`src/rtl/seg_loc_pkg.sv`:
```
// ============================================================================
// Module      : seg_loc_pkg
// Description : Shared types and constants for the segment locator.
// Revision    : 1.0 - initial release
// ============================================================================
`default_nettype none

package seg_loc_pkg;

    typedef enum logic [1:0] {
        IDLE   = 2'd0,
        SEARCH = 2'd1,
        DONE   = 2'd2
    } state_t;

    // Breakpoints reset to all-ones; replicated to the breakpoint width at use.
    localparam logic c_BP_RST_BIT = 1'b1;

    // Index width and search depth are both ceil(log2(SEG_NUM+1)).
    function automatic int seg_loc_idx_w(input int seg_num);
        return $clog2(seg_num + 1);
    endfunction

endpackage

`default_nettype wire

```
`src/rtl/abs_conv.sv`:
```
// ============================================================================
// Module      : abs_conv
// Description : Signed two's-complement to sign + unsigned magnitude.
// Revision    : 1.0 - initial release
// ============================================================================
`default_nettype none

module abs_conv #(
    parameter int XDW = 16
) (
    input  logic [XDW-1:0] i_x,
    output logic           o_sign,
    output logic [XDW-1:0] o_abs
);

    // Most-negative input maps to 2^(XDW-1), which fits the unsigned result.
    assign o_sign = i_x[XDW-1];
    assign o_abs  = i_x[XDW-1] ? (~i_x + XDW'(1)) : i_x;

endmodule

`default_nettype wire

```
`src/rtl/segment_locator.sv`:
```
// ============================================================================
// Module      : segment_locator
// Description : Binary search of |x| over a programmable breakpoint table.
//               Optional write ordering check: SEG_LOC_MONO_CHECK_EN.
// Revision    : 1.0 - initial release
// ============================================================================
`default_nettype none

module segment_locator
    import seg_loc_pkg::*;
#(
    parameter  int XDW     = 16,
    parameter  int SEG_NUM = 8,
    localparam int IDX_W   = seg_loc_idx_w(SEG_NUM),
    localparam int STEPS   = seg_loc_idx_w(SEG_NUM)
) (
    input  logic             clk,
    input  logic             rst,
    input  logic             in_valid,
    output logic             in_ready,
    input  logic [XDW-1:0]   x,
    output logic             out_valid,
    input  logic             out_ready,
    output logic [IDX_W-1:0] seg_idx,
    output logic             x_sign,
    output logic [XDW-1:0]   x_abs,
    input  logic             cfg_we,
    input  logic [IDX_W-1:0] cfg_addr,
    input  logic [XDW-1:0]   cfg_data,
    output logic             cfg_err
);

    localparam int               c_DEPTH     = 1 << IDX_W;
    localparam int               c_CNT_W     = $clog2(STEPS + 1);
    localparam logic [IDX_W-1:0] c_SEG_NUM   = IDX_W'(SEG_NUM);
    localparam logic [IDX_W-1:0] c_SEG_LAST  = IDX_W'(SEG_NUM - 1);
    localparam logic [c_CNT_W-1:0] c_LAST_STEP = c_CNT_W'(STEPS - 1);
    localparam logic [XDW-1:0]   c_BP_RST    = {XDW{c_BP_RST_BIT}};

    state_t             r_state;
    state_t             w_state_nxt;
    logic               w_in_ready;
    logic               w_out_valid;

    logic [XDW-1:0]     w_bp [c_DEPTH];
    logic [IDX_W-1:0]   r_lo;
    logic [IDX_W-1:0]   r_hi;
    logic [c_CNT_W-1:0] r_cnt;
    logic [IDX_W-1:0]   r_seg_idx;
    logic               r_x_sign;
    logic [XDW-1:0]     r_x_abs;
    logic               r_cfg_err;

    logic               w_sign;
    logic [XDW-1:0]     w_abs;
    logic               w_accept;
    logic               w_last_step;
    logic [IDX_W:0]     w_sum;
    logic [IDX_W-1:0]   w_mid;
    logic [XDW-1:0]     w_bp_mid;
    logic [IDX_W-1:0]   w_lo_nxt;
    logic [IDX_W-1:0]   w_hi_nxt;

    logic               w_cfg_slot;
    logic               w_cfg_addr_ok;
    logic               w_mono_ok;
    logic               w_cfg_wr;

    abs_conv #(
        .XDW (XDW)
    ) u_abs_conv (
        .i_x    (x),
        .o_sign (w_sign),
        .o_abs  (w_abs)
    );

    assign w_accept    = (r_state == IDLE) && in_valid;
    assign w_last_step = (r_cnt == c_LAST_STEP);

    // ------------------------------------------------------------------
    // FSM: state register / next state / outputs
    // ------------------------------------------------------------------
    always_ff @(posedge clk) begin
        if (rst) begin
            r_state <= IDLE;
        end else begin
            r_state <= w_state_nxt;
        end
    end

    always_comb begin
        w_state_nxt = r_state;
        case (r_state)
            IDLE:    if (in_valid)    w_state_nxt = SEARCH;
            SEARCH:  if (w_last_step) w_state_nxt = DONE;
            DONE:    if (out_ready)   w_state_nxt = IDLE;
            default: w_state_nxt = IDLE;
        endcase
    end

    always_comb begin
        w_in_ready  = 1'b0;
        w_out_valid = 1'b0;
        case (r_state)
            IDLE:    w_in_ready  = 1'b1;
            DONE:    w_out_valid = 1'b1;
            default: ;
        endcase
    end

    // ------------------------------------------------------------------
    // Search step: narrows [lo, hi] toward the first bp[k] >= |x|
    // ------------------------------------------------------------------
    assign w_sum    = {1'b0, r_lo} + {1'b0, r_hi};
    assign w_mid    = IDX_W'(w_sum >> 1);
    assign w_bp_mid = w_bp[w_mid];

    always_comb begin
        w_lo_nxt = r_lo;
        w_hi_nxt = r_hi;
        if (r_lo < r_hi) begin
            if (r_x_abs <= w_bp_mid) begin
                w_hi_nxt = w_mid;
            end else begin
                w_lo_nxt = w_mid + IDX_W'(1);
            end
        end
    end

    always_ff @(posedge clk) begin
        if (rst) begin
            r_lo      <= '0;
            r_hi      <= '0;
            r_cnt     <= '0;
            r_seg_idx <= '0;
            r_x_sign  <= 1'b0;
            r_x_abs   <= '0;
        end else if (w_accept) begin
            r_x_sign <= w_sign;
            r_x_abs  <= w_abs;
            r_lo     <= '0;
            r_hi     <= c_SEG_NUM;
            r_cnt    <= '0;
        end else if (r_state == SEARCH) begin
            r_lo  <= w_lo_nxt;
            r_hi  <= w_hi_nxt;
            r_cnt <= r_cnt + c_CNT_W'(1);
            if (w_last_step) begin
                r_seg_idx <= w_lo_nxt;
            end
        end
    end

    // ------------------------------------------------------------------
    // Configuration writes: only in IDLE with no sample being accepted
    // ------------------------------------------------------------------
    assign w_cfg_slot    = (r_state == IDLE) && !in_valid;
    assign w_cfg_addr_ok = (cfg_addr < c_SEG_NUM);

`ifdef SEG_LOC_MONO_CHECK_EN
    logic [XDW-1:0] w_nb_lo;
    logic [XDW-1:0] w_nb_hi;

    assign w_nb_lo   = w_bp[cfg_addr - IDX_W'(1)];
    assign w_nb_hi   = w_bp[cfg_addr + IDX_W'(1)];
    assign w_mono_ok = ((cfg_addr == '0) || (cfg_data >= w_nb_lo)) &&
                       ((cfg_addr >= c_SEG_LAST) || (cfg_data <= w_nb_hi));
`else
    assign w_mono_ok = 1'b1;
`endif

    assign w_cfg_wr = cfg_we && w_cfg_slot && w_cfg_addr_ok && w_mono_ok;

    always_ff @(posedge clk) begin
        if (rst) begin
            r_cfg_err <= 1'b0;
        end else begin
            r_cfg_err <= cfg_we && !w_cfg_wr;
        end
    end

    // Table padded to a power of two so any IDX_W-bit index is in range;
    // padding entries stay at the reset value.
    for (genvar g = 0; g < c_DEPTH; g++) begin : g_bp
        if (g < SEG_NUM) begin : g_entry
            logic [XDW-1:0] r_bp;

            always_ff @(posedge clk) begin
                if (rst) begin
                    r_bp <= c_BP_RST;
                end else if (w_cfg_wr && (cfg_addr == IDX_W'(g))) begin
                    r_bp <= cfg_data;
                end
            end

            assign w_bp[g] = r_bp;
        end else begin : g_pad
            assign w_bp[g] = c_BP_RST;
        end
    end

    assign in_ready  = w_in_ready;
    assign out_valid = w_out_valid;
    assign seg_idx   = r_seg_idx;
    assign x_sign    = r_x_sign;
    assign x_abs     = r_x_abs;
    assign cfg_err   = r_cfg_err;

endmodule

`default_nettype wire
```
`config.mk`:
```
export PLATFORM = sky130hd
export DESIGN_NAME = segment_locator
export DESIGN_NICKNAME = d
export VERILOG_FILES = /design/src/rtl/seg_loc_pkg.sv /design/src/rtl/abs_conv.sv /design/src/rtl/segment_locator.sv
export SDC_FILE = /design/constraint.sdc
export NUM_CORES = 1
export LEC_CHECK = 0
export CORE_MARGIN = 2
export CORE_UTILIZATION = 25
export CTS_BUF_LIST = sky130_fd_sc_hd__clkbuf_4 sky130_fd_sc_hd__clkbuf_8
export DETAILED_ROUTE_END_ITERATION = 10
export HOLD_SLACK_MARGIN = 0.06
export SYNTH_ARGS = -nofsm -noshare
export SYNTH_HDL_FRONTEND = slang
export SYNTH_SLANG_ARGS = --single-unit
```
`constraint.sdc`:
```
create_clock -name clk -period 7 [get_ports clk]
set_clock_uncertainty 0.15 [all_clocks]
set_input_delay 2.1 -clock clk [delete_from_list [all_inputs] [get_ports clk]]
set_output_delay 2.1 -clock clk [all_outputs]
set_load 0.01 [all_outputs]
```
==> results.md <==
- The initial antenna violation count is 0.
- Cells fill 29.4% of the core in the end.
- The count of inserted antenna diode cells is 0.
- The number of violations of the max-capacitance limit is 0.
- The longest clock path from root to sink contains 2 buffers.
- The final hold violation count was 0.
- Timing would allow up to 191 MHz.
- The H-tree generated during clock tree synthesis spans 4 levels.
- The worst setup path is launched from a flip-flop.
- The run finished with clean final reports.
- The number of distinct library cell variants in the gate-level netlist after synthesis is 58.
- The number of remaining DRC errors is 0.
- The dominant cell type by area after synthesis is dfxtp_1.
- The root buffer cell chosen for the clock tree is clkbuf_8.
- The smallest setup slack after layout is ~1800 ps.
- The tightest min-delay check is of the reg2reg type.
- Setup repair after global routing left no endpoint under its margin.
- After filler insertion, the fill cell instance count of the layout stands at 3387.
- The later pin in the worst-skew pair is clocked with a latency of approximately 470 ps.
- The aggregate negative setup slack is 0 ps.
- The DRC marker count from the first detailed-route iteration is 411.
- The x dimension of the die is 184 µm.
- Power spread over the standard cell area amounts to 191 mW/mm².
- The number of synthesized flops with an enable pin is 0.
- The number of instances resized during post-cts repair is 0.
- Final hold analysis gives a worst-case slack of 309 ps.
- Dividing the detail-routed wire length by the instance count gives about 16 µm.
- The area share of the leading cell type in the synthesized netlist is 40.1%.
- The number of nets in the finished design is 958.
- Once detailed placement completed, the half-perimeter wirelength came to between 10000 and 15000 µm.
- The synthesized area divided by synthesized cell count is 9.40 µm².
- Buffers added to address setup during post-CTS repair amount to 0.
- The cell area that synthesis handed to floorplanning was 0.00813 mm².
- Buffers inserted during clock tree synthesis total 17.
- After clock tree synthesis, the clock-pin slew on the worst setup and hold paths is 100 ps.
- STA classifies the critical path endpoint as a flip-flop.
- The global routing usage summed across all routing layers is 13.1%.
- The number of detailed-routing iterations run before antenna repair is 5.
- The fraction of final layout cells with drive strength greater than 1 is 11.3%.
- From synthesis to final layout, the design area changed by 16.9%.
- The max-slew headroom at the worst pin is 17.2%.
- Entering global routing, the biggest net connects 98 pins.
- The final number of setup-violating endpoints is 0.
- The leakage power is 3.39 nW.
- Sequential cells were found to cover 40.1% of the synthesized design area.
- The main flop type after synthesis is dfxtp_1.
- During synthesis, Yosys emitted a total of 0 warnings.
- The number of standard-cell rows in the floorplan is between 60 and 70.
- The ratio of routed vias to standard cells is 4.73.
- The die covers ~0.034 mm².
- The peak supply drop is 0.000107 V.
- The starting density of the core is 25.2%.
- The shortest clock period the worst path allows after layout is 5240 ps.
- The synthesized net count is 933.
- The category of the critical setup timing path is reg2reg.
- The post-route antenna net violation count is 0.
- The number of hold buffers added after CTS was 0.
- The count of buffers added on input and output ports is 64.
- The aggregate global routing overflow is 0.
- For this design the top-level I/O count stands at 65.
- The wire length of the first global-routing pass is 34400 µm.
- The via count of the first global-routing pass is 6064.
- For the worst setup path, the data required time is roughly 7200 ps.
- The async set-or-reset flop fraction in the synthesized netlist is 0%.
- In this run the worst path has a maximum fanout of 13.
- STA puts the critical path data arrival time at 5460 ps.
- For the pin with the worst max-slew slack, the measured transition is 1240 ps.
- After synthesis, the most frequently instantiated cells are 163 x dfxtp_1, 159 x nand2_1, 82 x nor2b_1.
- The portion of the clock cycle consumed by the worst path in the final layout is 74.8%.
- The most used standard cell by instance count after synthesis is dfxtp_1.
- The post-synthesis cell count is 865.
- The final number of max-transition violations was 0.
- For this block, the routed nets add up to 21900 µm of wire.
- Sorting the synthesized cells by area gives the leading types as dfxtp_1 40%, mux4_2 8.9%, nand2_1 7.3%.
- The CTS tree is done.
- The vias after detailed routing is 6361.
- The floorplan step set the die height to ~180 µm.
- Counting every sink on the clock net gives around 160.
- The core region is about 0.032 mm².
- Before CTS, the worst setup slack after placement is 1690 ps.
- The number of flip-flops and latches in the synthesized netlist is 163.
- At the end of routability-driven placement, the weighted congestion stood at 0.798.
-- worst max-delay path, stage by stage (launching register included) --
cell and delay (ps):
dfxtp_1 350, and2_1 190, fa_2 400, xor2_4 610, mux4_2 570, nor2b_1 140
a211oi_1 410, ha_1 350, a211oi_2 230, nor2_1 70, or4_4 520, o31ai_2 690
nand2_1 170, a311oi_1 290
-- layout make-up --
type                    count  area (µm²)  share of cell area (%)
inverters                  11        41.3                   0.434
repair buffers             80         758                    7.98
clock buffers              22         284                    2.99
multi-input cells         617        4530                    47.7
clock inverters            10        73.8                   0.777
flip-flops and latches    163        3260                    34.3
well taps                 442         553                    5.82
-- sequential cells by signal, indices dropped and copies added, names as in the netlist --
register and count:
r_lo 4, r_state 2, cfg_err 1, r_cnt 3, x_sign 1, x_abs 16
g_bp.g_entry.r_bp 128, seg_idx 4, r_hi 4
-- where the power goes --
| group | internal, mW | leakage, nW | switching [mW] | total, mW |
|---|---|---|---|---|
| logic | 0.0960 | 1.89 | 0.123 | 0.219 |
| clock network | 0.278 | 0.173 | 0.363 | 0.641 |
| registers | 0.945 | 1.32 | 0.0138 | 0.959 |
-- kinds of logic after synthesis --
logic type      Yosys count  synth area share, %
buf+inv                  85                 4.65
xor+xnor                 16                 1.82
compound gates          150                 14.2
fa+ha+maj                27                 4.25
flops                   163                 40.1
simple gates            388                 25.6
mux                      36                 9.36
-- cells in the final DEF (no fill, tap or decap), drive strengths merged, types with 3 or more instances in the layout --
cell	n
a21oi	20
clkbuf	22
nor2	34
clkinvlp	5
a211oi	27
buf	17
xor2	11
or3	3
ha	26
o311ai	3
nand3	8
o21ai	13
xnor2	5
mux2i	4
dfxtp	163
a211o	64
clkdlybuf4s50	63
nor2b	82
nand3b	67
a311oi	5
o31ai	5
nor3	8
mux4	32
nand2b	4
and2	3
inv	14
nor3b	3
nor4	8
nand2	159
-- path summary, 6_finish.rpt --
path,slack (ps),end,cells past startpoint,from
setup / recovery,1760,r_hi[3],13,r_lo[0]
hold / removal,310,x_sign,2,x_sign
setup reg to reg,1760,r_hi[3],13,r_lo[0]
hold reg to reg,310,x_sign,2,x_sign
-- metal layers --
layer / share of wire, % / GRT usage (%) / vias up
met1: 48 / 17.9 / 3103
li1: - / - / 3124
met5: 0 / 0 / -
met2: 46 / 21.1 / 119
met4: 0.80 / 2.88 / 0
met3: 5.0 / 3.04 / 15
-- metrics by stage --
stage                     area (µm²)  cells  total power, mW
after floorplan                 8130    865             1.11
after detailed placement        9150   1313             1.20
after global placement          9150   1313             1.20
after global routing            9510   1345             1.90
final                           9510   1345             1.82
after CTS                       9510   1345             1.84
No activity file was read; power rests on OpenSTA's default activity.
